`src/rtl/traffic_pkg.sv`:
```
// Shared types and constants for the highway / farm-road intersection controller.
package traffic_pkg;

    // Controller states: which road holds right of way and in which phase
    typedef enum logic [1:0] {
        HGRE_FRED = 2'd0,
        HYEL_FRED = 2'd1,
        HRED_FGRE = 2'd2,
        HRED_FYEL = 2'd3
    } state_e;

    // One-hot signal-head codes
    localparam logic [2:0] GREEN  = 3'b001;
    localparam logic [2:0] YELLOW = 3'b010;
    localparam logic [2:0] RED    = 3'b100;

endpackage

```
`src/rtl/traffic_light_tick_gen.sv`:
```
// Clock divider plus tick counter. Both clear together so every dwell
// starts from a known phase; done_o pulses on the cycle whose edge would
// bring the tick count up to target_i.
module tick_gen #(
    parameter int TICK_DIV = 10,
    parameter int CNT_W    = 4
) (
    input  logic             clk,
    input  logic             rst,
    input  logic             clr_i,
    input  logic [CNT_W-1:0] target_i,
    output logic             done_o
);

    // A one-cycle divider still needs one register bit
    localparam int DIV_W = (TICK_DIV > 1) ? $clog2(TICK_DIV) : 1;
    localparam logic [DIV_W-1:0] DIV_LAST = DIV_W'(TICK_DIV - 1);
    localparam logic [CNT_W-1:0] CNT_MAX  = {CNT_W{1'b1}};

    logic [DIV_W-1:0] div_q, div_d;
    logic [CNT_W-1:0] cnt_q, cnt_d;
    logic             tick;

    assign tick   = (div_q == DIV_LAST);
    assign done_o = tick && (cnt_q == (target_i - CNT_W'(1)));

    // Next-state for divider (wraps to emit ticks) and tick counter (saturates)
    always_comb begin
        div_d = div_q;
        cnt_d = cnt_q;
        if (clr_i) begin
            div_d = '0;
            cnt_d = '0;
        end else begin
            div_d = tick ? '0 : div_q + DIV_W'(1);
            if (tick && (cnt_q != CNT_MAX)) begin
                cnt_d = cnt_q + CNT_W'(1);
            end
        end
    end

    // Counter registers with asynchronous clear on reset
    always_ff @(posedge clk or posedge rst) begin
        if (rst) begin
            div_q <= '0;
            cnt_q <= '0;
        end else begin
            div_q <= div_d;
            cnt_q <= cnt_d;
        end
    end

endmodule

```
`src/rtl/traffic_light.sv`:
```
// Highway / farm-road intersection controller: Moore FSM, highway green by
// default, farm sensor launches a fixed-duration yellow/green/yellow cycle.
// Note: rst_n is active-high despite its name.
module traffic_light
    import traffic_pkg::*;
#(
    parameter int TICK_DIV   = 10,
    parameter int YEL_TICKS  = 3,
    parameter int FGRN_TICKS = 10
) (
    output logic [2:0] light_highway,
    output logic [2:0] light_farm,
    input  logic       sensor,
    input  logic       clk,
    input  logic       rst_n
);

    localparam int MAX_TICKS = (YEL_TICKS > FGRN_TICKS) ? YEL_TICKS : FGRN_TICKS;
    localparam int CNT_W     = (MAX_TICKS > 1) ? $clog2(MAX_TICKS + 1) : 1;

    state_e           state_q, state_d;
    logic [CNT_W-1:0] target;
    logic             clr;
    logic             done;

    tick_gen #(
        .TICK_DIV (TICK_DIV),
        .CNT_W    (CNT_W)
    ) u_tick_gen (
        .clk      (clk),
        .rst      (rst_n),
        .clr_i    (clr),
        .target_i (target),
        .done_o   (done)
    );

    // Next-state logic and dwell target for the current state
    always_comb begin
        state_d = state_q;
        target  = CNT_W'(YEL_TICKS);
        case (state_q)
            HGRE_FRED: if (sensor) state_d = HYEL_FRED;
            HYEL_FRED: if (done)   state_d = HRED_FGRE;
            HRED_FGRE: begin
                target = CNT_W'(FGRN_TICKS);
                if (done) state_d = HRED_FYEL;
            end
            HRED_FYEL: if (done)   state_d = HGRE_FRED;
            default:   state_d = HGRE_FRED;
        endcase
    end

    // Restart timing on every state change so dwell is phase-independent
    assign clr = (state_d != state_q);

    // State register, asynchronous reset to highway green
    always_ff @(posedge clk or posedge rst_n) begin
        if (rst_n) begin
            state_q <= HGRE_FRED;
        end else begin
            state_q <= state_d;
        end
    end

    // Signal heads decoded from state alone
    always_comb begin
        light_highway = GREEN;
        light_farm    = RED;
        case (state_q)
            HGRE_FRED: begin light_highway = GREEN;  light_farm = RED;    end
            HYEL_FRED: begin light_highway = YELLOW; light_farm = RED;    end
            HRED_FGRE: begin light_highway = RED;    light_farm = GREEN;  end
            HRED_FYEL: begin light_highway = RED;    light_farm = YELLOW; end
            default:   begin light_highway = GREEN;  light_farm = RED;    end
        endcase
    end

endmodule

```
`config.mk`:
```
export PLATFORM = sky130hd
export DESIGN_NAME = traffic_light
export DESIGN_NICKNAME = d
export VERILOG_FILES = /design/src/rtl/traffic_pkg.sv /design/src/rtl/traffic_light_tick_gen.sv /design/src/rtl/traffic_light.sv
export SDC_FILE = /design/constraint.sdc
export NUM_CORES = 1
export LEC_CHECK = 0
export CAP_MARGIN = 10
export CORE_AREA = 5 5 42 44
export CTS_BUF_LIST = sky130_fd_sc_hd__clkbuf_8
export CTS_CLUSTER_DIAMETER = 40
export CTS_CLUSTER_SIZE = 24
export DETAILED_ROUTE_END_ITERATION = 6
export DIE_AREA = 0 0 47 49
export GPL_ROUTABILITY_DRIVEN = 0
export GPL_TIMING_DRIVEN = 0
export PLACE_DENSITY = 0.79
export SLEW_MARGIN = 15
export SYNTH_ARGS = -nofsm -noshare
export SYNTH_HDL_FRONTEND = slang
export SYNTH_SLANG_ARGS = --single-unit
```
`constraint.sdc`:
```
create_clock -name clk -period 1.75 [get_ports clk]
set_input_delay 0.35 -clock clk [delete_from_list [all_inputs] [get_ports clk]]
set_output_delay 0.35 -clock clk [all_outputs]
set_load 0.005 [all_outputs]
```
After elaboration in Yosys (flattened, before gate mapping)

Index checks and enable logic that the tools add are counted.

Logic and storage cells: 31
Input port bits: 3
Flip-flop bits (word level): 10

Reductions and logical operators: 6
Multiplexer cells: 12
Eq/ne operators: 7
$add $sub $neg: 3

Operator list:

| cell                                                | number |
|---|---|
| two-way mux 4 bit                                   | 5 |
| one-hot mux 3 bit (3 select lines)                  | 2 |
| adder 4 x 1 -> 4 bit, second input constant         | 2 |
| two-way mux 2 bit                                   | 4 |
| one-hot mux 2 bit (4 select lines)                  | 1 |
| equality test 2 bit, second input constant          | 2 |
| equality test 4 bit                                 | 1 |
| equality test 4 bit, second input constant          | 1 |
| inequality test 4 bit, second input constant        | 1 |
| OR reduction 2 bit                                  | 2 |
| subtractor 4 x 1 -> 4 bit, second input constant    | 1 |
| equality test 2 x 1 -> 1 bit, second input constant | 1 |
| logical AND 1 bit                                   | 2 |
| logical NOT 2 bit                                   | 1 |
| inequality test 2 bit                               | 1 |
| nonzero test 2 bit                                  | 1 |

Logic depth before layout (Yosys ltp)

Word-level depth: 9
Depth in mapped cells: 6
Mapped depth without buffers: 6

Modules after synthesis

A second synthesis with hierarchy kept.

Cells, all modules: 71
Area total of the unflattened synthesis: 684.4 um2

By module, submodules not included:

| module        | area each (um2) | cells each | instances |
|---|---|---|---|
| tick_gen      | 521.8           | 52         | 1 |
| traffic_light | 162.7           | 19         | 1 |

Worst setup path after synthesis

OpenSTA, ideal clock, no wires.

Kind: flip-flop to flip-flop
Start: reg state_q[0]
End: reg u_tick_gen.cnt_q[2]
Cell stages (with the launch flop): 5
Data required time: 1,614 ps
Path buffers: 0
Data arrival time: 1,338 ps
Setup slack: 276 ps
Cells stage by stage: dfrtp_1 or3b_1 a21o_1 o41ai_4 nor3_2

Cells in the longest elaborated chain, start to end: 9
Elaborated cells between the ends (all ways): 16

Ends and longest elaborated chain:

| element                                                        | RTL line                                                      | source |
|---|---|---|
| start: declaration                                             | traffic_light.sv:21                                           | `state_e state_q, state_d;` |
| start signal: assignment                                       | traffic_light.sv:61                                           | `state_q <= state_d;` |
| equality test 2 bit                                            | traffic_light.sv:41                                           | `case (state_q)` |
| two-way mux 4 bit                                              | traffic_light.sv:41                                           |  |
| subtractor 4 x 1 -> 4 bit                                      | traffic_light_tick_gen.sv:25                                  | `assign done_o = tick && (cnt_q == (target_i - CNT_W'(1)));` |
| equality test 4 bit                                            | traffic_light_tick_gen.sv:25                                  |  |
| logical AND 1 bit                                              | traffic_light_tick_gen.sv:25                                  |  |
| two-way mux 2 bit, on equally long branches                    | traffic_light.sv:48, traffic_light.sv:43, traffic_light.sv:46 |  |
| one-hot mux 2 bit (4 select lines)                             | traffic_light.sv:41                                           |  |
| inequality test 2 bit (*)                                      | traffic_light.sv:54                                           | `assign clr = (state_d != state_q);` |
| two-way mux 4 bit / nonzero test 2 bit (equally long branches) | -                                                             |  |
| end signal: assignment                                         | traffic_light_tick_gen.sv:49                                  | `cnt_q <= cnt_d;` |
| end: declaration                                               | traffic_light_tick_gen.sv:21                                  | `logic [CNT_W-1:0] cnt_q, cnt_d;` |

Mark *: on every way between the ends. The rest lies on a longest branch, timed or not.
A chain may end at the register's enable or synchronous reset.

Worst setup path in the final report

Start: reg state_q[1]
End: out light_highway[1]

Cells in the longest elaborated chain, start to end: 3
Elaborated cells between the ends (all ways): 6

Ends and longest elaborated chain:

| element                                | RTL line            | source |
|---|---|---|
| equality test 2 bit                    | traffic_light.sv:69 | `case (state_q)` |
| OR reduction 2 bit (no line)           | -                   |  |
| one-hot mux 3 bit (3 select lines) (*) | traffic_light.sv:69 |  |
| end: declaration                       | traffic_light.sv:11 | `output logic [2:0] light_highway,` |

Marked as above.

==> impl_metrics.toml <==
[hold_path]
hp-class = "primary input to asynchronous set/reset pin"

[critical_path]
critPathSlowestCell = "clkdlybuf4s50_1"
crit_arrival_ps = 1330
cp-start-kind = "flip-flop"
cp_cell_sequence = "nor2b_1, clkdlybuf4s50_1"
r2r_start = "state_q[0]$_DFF_PP0_"
worstPathMaxFanout = 8
critical_path_class = "flip-flop to output pin"
reg2reg_depth = 4
r2r_end = "u_tick_gen.cnt_q[0]$_DFFE_PP0P_"
critPathMaxStageDelay_ps = 500
critPathRequiredTime_ps = 1400
rrSetupSlack_ps = 120
critPathCaptureType = "output pin"

[layout]
fin_cells = 90
drive_gt1_share_pct = 18.9
regArea_um2 = 253
area_growth_syn_to_layout_pct = 30.7
nNetsFinal = 81
postLayoutCellArea_um2 = 798
n_fill_cell = 132
multi_input_area_um2 = 344
antenna_cells = 0

[timing]
fin_crit_sh_pct = 96.3
finalSetupViolCount = 0
hold_viol_final = 0
setup_slack_ps = 65.1
fin_skew_ps = 3.77
slew_viol_final = 0
relSlewSlack_pct = 72.2
tightest_slew_ps = 416
post-route-min-period_ps = 1680
max_freq_mhz = 594
rsz0062_at_grt = "no"

[place]
hpwl_um = 908
dp_slack_ps = 126
portBuffers = 8
postPlaceCellArea_um2 = 711
place_inst = 85

[logic_synthesis]
synth_cell_type_count = 28
synth_top_area_share_pct = 41.0
synth_area_um2 = 611
syn_nets = 67
ys_ff_latch = 10
yosysWarnings = 0
synth_area_leader_cell = "dfrtp_1"
ys_seq_area_share_pct = 41.0
synth_cells = 61
syn_area_per_cell_um2 = 10.0
yosys-top-cells-area = "dfrtp_1 (41%), xnor2_1 (7.2%), ha_1 (6.1%)"

[power]
leakagePower_uw = 0.000439
pwr_density_cell_mw_per_mm2 = 1370
worst_ir_drop_vdd_mv = 0.688

[route]
routedWlPerCell_um = 13.5
dr.pass1.iters = 3
viasPerCell = 5.21
drt-total-wl_um = 1220
drt_iter0_drc = 5
ant_nets = 0
drc = 0
num_vias = 469

[run_status]
status = "finished clean"

[cts]
htree_levels = 1
cts_buffer_depth = 2
numCtsBuffers = 3
clk_latency_ps = 240
cts_tree = "yes"
clkSinkCount = 10
path_clk_slew_ps = 50
hold_buffers = 0
cts_root_buf = "clkbuf_8"

[floorplanning]
io_pins = 9
core_mm2 = 0.00140
die_h_um = 49
num_rows = 14
die-area_mm2 = 0.00230
start_util_pct = 43.6
die_w_um = 47

[grt]
antenna_found_initial = 0
grt_pass1_vias = 490
grtUsageTotal_pct = 12.6
grt_first_pass_wirelength_um = 2030
grt_max_degree = 11
grt_overflow_total = 0

[job]
maxCapViolCount = 0
[state kept, by name, indices dropped and copies added, names as in the netlist]
| signal | count |
|---|---|
| u_tick_gen.cnt_q | 4 |
| u_tick_gen.div_q | 4 |
| state_q | 2 |
[synth_stat cells (all sizes together)]
master	number
and4b	1
ha	3
a21o	2
a21oi	2
o21a	1
mux2i	1
nor2	9
nand3b	1
a311oi	1
nand4bb	1
and2	1
dfrtp	10
a31oi	2
nand2	4
nand2b	1
or3b	1
inv	6
nand3	1
nor2b	1
clkbuf	2
xnor2	5
nor3b	1
o41ai	1
nor3	2
o21ai	1
[per-layer routing]
metal | global-route usage (%) | share of wire (%) | vias to the layer above
met1 | 12.0 | 41 | 222
met2 | 20.8 | 50 | 11
met5 | 0 | 0 | -
li1 | - | - | 231
met4 | 11.1 | 4.5 | 0
met3 | 2.95 | 4.9 | 5
[report_power, final]
| part | switching [µW] | internal [µW] |
|---|---|---|
| sequential | 111 | 315 |
| combinational | 176 | 206 |
| clock | 87.3 | 197 |
| total | 374 | 718 |
[kinds of logic after synthesis]
family | Yosys count | synth area share (%)
buffers and inverters | 8 | 5.12
xor gates and xnor gates | 5 | 7.17
AOI/OAI and AO/OA | 10 | 15.2
adders and majority gates | 3 | 6.15
and+or+nand+nor | 24 | 23.8
DFF | 10 | 41.0
muxes | 1 | 1.64
[what timing repair did]
action	4_1_cts	5_1_grt
setup endpoints to repair	2	2
pin swaps	0	0
resized for setup	3	5
endpoints found under the hold margin	0	0
setup buffers	1	0
[metrics by stage]
stage / power [µW] / util, % / TNS (ps) / hold slack [ps]
finish: 1090 / 57.0 / 0 / 403
global route: 1180 / 57.0 / 0 / 440
CTS: 1110 / 55.5 / -13.5 / 412
detailed placement: 808 / 50.7 / 0 / 510
global placement: 773 / 50.7 / 0 / 479
floorplan: 682 / - / 0 / 190
[cells in the final DEF, fill, tap and decap left out, types with 2 or more instances in the layout]
master	instances
a21o_1	2
a21oi_1	2
clkbuf_8	4
clkdlybuf4s50_1	5
dfrtp_1	8
dfrtp_2	2
dlymetal6s2s_1	3
ha_1	3
inv_1	6
nand2_1	4
nor2_1	8
xnor2_1	5
[layout make-up]
type / count / area share (%)
Multi-Input combinational cell: 43 / 43.1
Buffer: 2 / 1.10
Timing Repair Buffer: 9 / 11.9
Sequential cell: 10 / 31.7
Inverter: 6 / 2.82
Clock buffer: 4 / 6.90
Tap cell: 16 / 2.51
[critical path: cells and delay by family (launching register included)]
kind	cells	cell delay [ps]
flops	1	480
simple gates	1	120
buf+inv	1	500
[worst max-delay path by stage]
| stage | cells after the start | slack [ps] | to | startpoint |
|---|---|---|---|---|
| 2_1_floorplan | 4 | 280 | u_tick_gen.cnt_q[2]$_DFFE_PP0P_ | state_q[0]$_DFF_PP0_ |
| 3_3_place_gp | 4 | 160 | u_tick_gen.cnt_q[1]$_DFFE_PP0P_ | state_q[0]$_DFF_PP0_ |
| 3_5_place_dp | 4 | 130 | u_tick_gen.cnt_q[0]$_DFFE_PP0P_ | state_q[0]$_DFF_PP0_ |
| 4_1_cts | 3 | -10 | light_farm[0] | state_q[0]$_DFF_PP0_ |
| 5_1_grt | 2 | 8 | light_highway[1] | state_q[1]$_DFF_PP0_ |
| 6_report | 2 | 70 | light_highway[1] | state_q[1]$_DFF_PP0_ |
(Power assumes the default switching activity.)
